===== config.mk =====
export PLATFORM = sky130hd
export DESIGN_NAME = mac_result_requant_flat
export DESIGN_NICKNAME = d
export VERILOG_FILES = /design/src/rtl/mac_result_requant_if.sv /design/src/rtl/mac_result_requant.sv /design/src/flat_wrapper.sv
export SDC_FILE = /design/constraint.sdc
export NUM_CORES = 1
export LEC_CHECK = 0
export ABC_AREA = 0
export CORE_MARGIN = 1.5
export CORE_UTILIZATION = 25
export CTS_BUF_LIST = sky130_fd_sc_hd__clkbuf_8
export DETAILED_ROUTE_END_ITERATION = 10
export SLEW_MARGIN = 5
export SYNTH_ARGS = -nofsm -noshare
export SYNTH_HDL_FRONTEND = slang
export SYNTH_SLANG_ARGS = --single-unit
export TNS_END_PERCENT = 20

===== constraint.sdc =====
create_clock -name clk_i -period 2.3 [get_ports clk_i]
set_input_delay 0.23 -clock clk_i [delete_from_list [all_inputs] [get_ports clk_i]]
set_output_delay 0.23 -clock clk_i [all_outputs]
set_load 0.02 [all_outputs]

===== src/rtl/mac_result_requant_if.sv =====
// Bus between the MAC stage, the requant block and the output buffer writer:
// accumulator samples in, int8 results out over valid/ready, plus status.
interface mac_result_requant_if;
  logic signed [31:0] dsp_output;
  logic               dsp_valid;
  logic signed [7:0]  res_data;
  logic               res_valid;
  logic               res_ready;
  logic               vec_done;
  logic               overflow;

  modport master (
    output dsp_output, dsp_valid, res_ready,
    input  res_data, res_valid, vec_done, overflow
  );

  modport slave (
    input  dsp_output, dsp_valid, res_ready,
    output res_data, res_valid, vec_done, overflow
  );
endinterface


===== src/rtl/mac_result_requant.sv =====
// Turns the MAC's never-clearing running accumulator into per-vector int8 results
// (difference, round, shift, saturate) queued in a show-ahead FIFO. Optional ReLU: MAC_REQUANT_RELU_EN.
module mac_result_requant #(
  parameter int VEC_LEN    = 16,
  parameter int SHIFT      = 8,
  parameter int FIFO_DEPTH = 4
) (
  input  logic                  clk_i,
  input  logic                  rst_i,
  input  logic                  clear_i,
  mac_result_requant_if.slave   bus
);

  localparam int CNT_W = $clog2(VEC_LEN);
  localparam int PTR_W = $clog2(FIFO_DEPTH);
  localparam int OCC_W = PTR_W + 1;
  localparam logic signed [32:0] RND = 33'sd1 <<< (SHIFT - 1);

  function automatic logic signed [32:0] round_shift(input logic signed [31:0] d);
    logic signed [32:0] s;
    s = $signed({d[31], d}) + RND;
    return s >>> SHIFT;
  endfunction

  function automatic logic signed [7:0] sat8(input logic signed [32:0] r);
    logic signed [7:0] q;
    if (r > 33'sd127)
      q = 8'sd127;
    else if (r < -33'sd128)
      q = -8'sd128;
    else
      q = r[7:0];
`ifdef MAC_REQUANT_RELU_EN
    if (q < 8'sd0)
      q = 8'sd0;
`endif
    return q;
  endfunction

  logic [CNT_W-1:0]   elem_cnt;
  logic signed [31:0] base;
  logic               last_elem;
  logic               take_p0;

  logic signed [31:0] dot_p1;
  logic               vld_p1;
  logic signed [7:0]  res_p2;
  logic               vld_p2;

  logic signed [7:0]  mem [FIFO_DEPTH];
  logic [PTR_W-1:0]   wr_ptr;
  logic [PTR_W-1:0]   rd_ptr;
  logic [OCC_W-1:0]   occ;
  logic               res_valid;
  logic               pop;
  logic               push_ok;
  logic               overflow;

  assign last_elem = (elem_cnt == CNT_W'(VEC_LEN - 1));
  assign take_p0   = bus.dsp_valid && last_elem;
  assign res_valid = (occ != '0);
  assign pop       = res_valid && bus.res_ready;
  // A push into a full FIFO still lands when the head leaves in the same cycle.
  assign push_ok   = vld_p2 && ((occ != OCC_W'(FIFO_DEPTH)) || pop);

  always_ff @(posedge clk_i) begin
    if (rst_i || clear_i) begin
      elem_cnt <= '0;
      base     <= '0;
      vld_p1   <= 1'b0;
      vld_p2   <= 1'b0;
      wr_ptr   <= '0;
      rd_ptr   <= '0;
      occ      <= '0;
      overflow <= 1'b0;
    end else begin
      if (bus.dsp_valid) begin
        if (last_elem) begin
          elem_cnt <= '0;
          base     <= bus.dsp_output;
        end else begin
          elem_cnt <= elem_cnt + 1'b1;
        end
      end
      vld_p1 <= take_p0;
      vld_p2 <= vld_p1;
      if (push_ok)
        wr_ptr <= wr_ptr + 1'b1;
      if (pop)
        rd_ptr <= rd_ptr + 1'b1;
      case ({push_ok, pop})
        2'b10:   occ <= occ + 1'b1;
        2'b01:   occ <= occ - 1'b1;
        default: occ <= occ;
      endcase
      if (vld_p2 && !push_ok)
        overflow <= 1'b1;
    end
  end

  // Stage 0 -> 1: dot product as difference from the previous vector's end value
  always_ff @(posedge clk_i) begin
    if (take_p0)
      dot_p1 <= bus.dsp_output - base;
  end

  // Stage 1 -> 2: round, shift, saturate
  always_ff @(posedge clk_i) begin
    if (vld_p1)
      res_p2 <= sat8(round_shift(dot_p1));
  end

  // Stage 2 -> FIFO storage
  always_ff @(posedge clk_i) begin
    if (push_ok)
      mem[wr_ptr] <= res_p2;
  end

  assign bus.res_valid = res_valid;
  assign bus.res_data  = res_valid ? mem[rd_ptr] : 8'sd0;
  assign bus.vec_done  = vld_p2;
  assign bus.overflow  = overflow;

endmodule

===== src/flat_wrapper.sv =====
// flat-port wrapper written by rule: the top's interface ports become plain ports
module mac_result_requant_flat 
#(
  parameter int VEC_LEN    = 16,
  parameter int SHIFT      = 8,
  parameter int FIFO_DEPTH = 4
)
  (clk_i, rst_i, clear_i, bus_dsp_output, bus_dsp_valid, bus_res_ready, bus_res_data, bus_res_valid, bus_vec_done, bus_overflow);
  mac_result_requant_if bus_i ();
  input  logic clk_i;
  input  logic rst_i;
  input  logic clear_i;
  input wire logic [$bits(bus_i.dsp_output)-1:0] bus_dsp_output;
  input wire logic [$bits(bus_i.dsp_valid)-1:0] bus_dsp_valid;
  input wire logic [$bits(bus_i.res_ready)-1:0] bus_res_ready;
  output wire logic [$bits(bus_i.res_data)-1:0] bus_res_data;
  output wire logic [$bits(bus_i.res_valid)-1:0] bus_res_valid;
  output wire logic [$bits(bus_i.vec_done)-1:0] bus_vec_done;
  output wire logic [$bits(bus_i.overflow)-1:0] bus_overflow;
  assign bus_i.dsp_output = bus_dsp_output;
  assign bus_i.dsp_valid = bus_dsp_valid;
  assign bus_i.res_ready = bus_res_ready;
  assign bus_res_data = bus_i.res_data;
  assign bus_res_valid = bus_i.res_valid;
  assign bus_vec_done = bus_i.vec_done;
  assign bus_overflow = bus_i.overflow;
  mac_result_requant #(.VEC_LEN(VEC_LEN), .SHIFT(SHIFT), .FIFO_DEPTH(FIFO_DEPTH)) u_core (.clk_i(clk_i), .rst_i(rst_i), .clear_i(clear_i), .bus(bus_i));
endmodule

==> key figures <==
Finish
  • Number of cells in the finished layout apart from fillers: about 1100
  • Total area of multi-input combinational cells: roughly 3200 µm²
  • N_diodes: 0
  • Count of fill cells added during filler insertion: between 2000 and 2500
  • Reg area: 2920 µm²
  • Area Growth Syn to Fin: 37.8%
  • Top library cells by usage in the layout, fill and taps aside: sky130_fd_sc_hd__buf_4 (108), sky130_fd_sc_hd__nand2_1 (83), sky130_fd_sc_hd__edfxtp_1 (65)
  • Layout cells sized above 1: between 20% and 30%
  • Layout net count: roughly 840
  • Final Util: 35.5%
  • Most common cell after layout, fill and taps aside: sky130_fd_sc_hd__buf_4

Critical path
  • Critical Path RT: ~2.6 ns
  • Category of the most critical setup path: reg -> reg
  • FF-to-FF Start: u_core.dot_p1[10]
  • Worst path max stage delay: roughly 0.49 ns
  • Kind of launch point of the worst setup path: flip-flop
  • Number of buffer and inverter stages on the critical path: 0
  • Ordered list of cells on the worst path: and3_4 -> and4_4 -> or4_1 -> a31o_1 -> a211o_1 -> o41a_1 -> o21ai_1
  • Capture instance of the worst register-to-register path: u_core.res_p2[3]
  • Arrival time worst endpoint: 2.76 ns
  • Worst setup slack for register-to-register paths: -0.17 ns
  • Maximum fanout encountered on the critical timing path: 7
  • Worst reg-to-reg path cell count: 7
  • Type of element capturing the critical path: flip-flop
  • CP max stage cell: sky130_fd_sc_hd__o41a_1
  • Top cell family by delay on the critical path: compound AO/OA/AOI/OAI gates

Clock tree
  • CTS clk-pin slew, worst paths: about 0.070 ns
  • Number of hold buffers added after CTS: 0
  • Max clock buf depth: 2
  • Number of clock sinks seen by CTS: between 100 and 150
  • Number of H-tree branching levels: 4
  • Inserted Clock Buffers: 17
  • TritonCTS clock tree: built
  • Worst-Skew Late Latency: ~0.44 ns
  • Cell chosen for the clock root: sky130_fd_sc_hd__clkbuf_8

Global route
  • Met3 demand-to-capacity share in global routing: ~3.4%
  • Overall fraction of global-route tracks in use: a little under an eighth
  • GR peak layer: met2
  • Initial antenna violation count: 0
  • Global routing met1 resource utilization: 12.6%
  • Maximum number of pins on one net before global-route repair: 37
  • Wire length of the first global-routing pass: 23500 µm
  • Remaining global-route overflow: 0
  • Met2 capacity usage during global routing: a little over a fifth
  • Via count of the first global-routing pass: 5031

Yosys
  • Largest cells by area after synthesis: sky130_fd_sc_hd__edfxtp_1 (32%), sky130_fd_sc_hd__dfxtp_1 (16%), sky130_fd_sc_hd__ha_1 (7.6%)
  • Seq/Total Area, Yosys: a little under half
  • Syn_nets: 689
  • Post-Synthesis Cells: around 610
  • Share of synthesized flip-flops with an asynchronous set or reset: 0%
  • Share of the synthesized area in the top cell type: 32.0%
  • Netlist area before placement: a little over 6000 µm²
  • Post-synthesis cell type with the largest combined area: sky130_fd_sc_hd__edfxtp_1
  • Post-synth EDFFs: 65
  • Average cell area after synthesis: 9.92 µm²
  • Count of state elements after synthesis: 113
  • Most used flip-flop cell after synthesis: sky130_fd_sc_hd__edfxtp_1
  • Ys Warns: 0
  • Yosys cell types: between 50 and 60

Timing
  • Final-report hold violation count: 0
  • Slew at the pin closest to its max-slew limit: roughly 0.44 ns
  • Worst setup margin: -0.174 ns
  • RSZ-0062 raised after global routing: yes
  • Post-route clock skew: 0.0157 ns
  • Time the worst path needs with I/O delays and setup: between 2 and 2.5 ns
  • Final setup violation count: 13
  • Number of max-slew violations in the final report: 0
  • Maximum frequency from static timing analysis: around 0.4 GHz
  • Accumulated negative setup slack: -1.46 ns
  • Post-route fraction of the period consumed by the critical path: 108%
  • Slew Limit Headroom: 70.7%

Drt
  • Detailed-route vias per instance: around 4.4
  • Iteration count of the initial detailed-routing pass: 6
  • Final routed wire length divided by cell count: about 12 µm
  • Post-route ant nets: 0
  • Detailed Route WL: approximately 14000 µm
  • Vias after detailed routing: roughly 5000
  • DRC viols: 0
  • First-iteration detailed-routing DRC count: roughly 220

Worst hold path
  • Worst hold path endpoint: u_core.base[0]
  • Hold Path Cell Cnt: 3
  • Origin of the worst min-delay path: bus_dsp_output[0]
  • Worst min path class: in -> reg

Place
  • Placer's final routability congestion estimate: roughly 0.82
  • Count of port buffers added during placement: 47
  • Post-DP HPWL: around 10000 µm
  • Cells after DPL: 1066

Pwr
  • Maximum VDD drop: between 0.0002 and 0.0003 V
  • PnR Total Power: around 0.0046 W
  • Pleak: 2.95 nW
  • Total power per unit cell area: 551 nW/µm²

Floorplanning
  • Placement Rows: 56
  • Io pins: 48
  • Die Outline Area: around 25000 µm²
  • Core Area: roughly 24000 µm²
  • Effective utilization at floorplan: between 20% and 30%
  • Die width: approximately 160 µm
  • Die outline height: approximately 160 µm

Run status
  • Status: complete, but fails checks
  • Failing checks: setup timing

Job
  • Count of maximum capacitance violations: 0
## flip-flops by register name (all words and copies together), names as in the netlist, named ones only
register             cells
u_core.base             32
u_core.mem              32
u_core.dot_p1           25
u_core.res_p2            8
u_core.elem_cnt          4
u_core.occ               3
u_core.rd_ptr            2
u_core.wr_ptr            2
u_core.bus.overflow      1
u_core.bus.vec_done      1
u_core.vld_p1            1
## final cells by class
type,count,share of cell area [%]
timing repair buffer,156,15.3
clock buffer,17,2.79
clock inverter,15,2.30
multi-input combinational,437,38.1
inverter,44,1.97
tap,319,4.75
sequential,113,34.8
## per-layer routing
layer  share of wire [%]  up-vias
li1                    -     2498
met1                  42     2287
met2                  53       87
met3                 3.4       15
met4                 1.3        0
met5                   0        -
## kinds of logic after synthesis
group | synth area share (%)
and+or+nand+nor | 17.2
xor gates and xnor gates | 6.47
muxes | 3.61
DFF | 47.8
adders and majority gates | 7.93
buffers and inverters | 3.98
AOI/OAI and AO/OA | 13.0
## synthesized netlist by cell type, types with 15 or more instances
cell and n:
sky130_fd_sc_hd__clkbuf_1 16, sky130_fd_sc_hd__nand3_1 17, sky130_fd_sc_hd__inv_1 43, sky130_fd_sc_hd__xnor2_1 26, sky130_fd_sc_hd__xor2_1 19, sky130_fd_sc_hd__nor2_1 35
sky130_fd_sc_hd__o21ai_0 15, sky130_fd_sc_hd__nand2_1 83, sky130_fd_sc_hd__a21oi_1 59, sky130_fd_sc_hd__ha_1 37, sky130_fd_sc_hd__edfxtp_1 65, sky130_fd_sc_hd__dfxtp_1 48
## power by group
group          switching [W]  total, W  internal [W]
Clock               0.000850   0.00202       0.00117
Sequential        0.00000135   0.00213       0.00213
Combinational       0.000209  0.000467      0.000258
## worst min-delay path: cells and delay by family
family / cells / cell delay, ns
buf+inv: 1 / 0.41
compound gates: 1 / 0.05
simple gates: 1 / 0.06
## worst max path at each step
stage | startpoint | to | cells after the start
finish | u_core.dot_p1[10] | u_core.res_p2[3] | 7
global route | u_core.dot_p1[10] | u_core.res_p2[0] | 7
CTS | u_core.base[1] | u_core.dot_p1[17] | 10
global placement | bus_dsp_output[14] | u_core.dot_p1[31] | 10
detailed placement | bus_dsp_output[14] | u_core.dot_p1[31] | 10
floorplan | u_core.base[13] | u_core.dot_p1[31] | 11
## through the flow
| step | setup slack (ns) | area [µm²] | hold WS (ns) |
|---|---|---|---|
| after floorplan | -0.00413 | 6150 | 0.366 |
| after global placement | -0.566 | 7730 | 0.442 |
| after detailed placement | -0.597 | 7730 | 0.446 |
| after CTS | -0.130 | 8360 | 0.334 |
| after global routing | -0.275 | 8400 | 0.353 |
| final | -0.174 | 8400 | 0.369 |
## timing repair
item | CTS | global route
pin swaps | 20 | 10
endpoints found under the setup margin | 32 | 22
buffers inserted | 3 | 1
gates resized for setup | 48 | 12
hold endpoints to repair | 0 | 0
(Power assumes the default switching activity.)
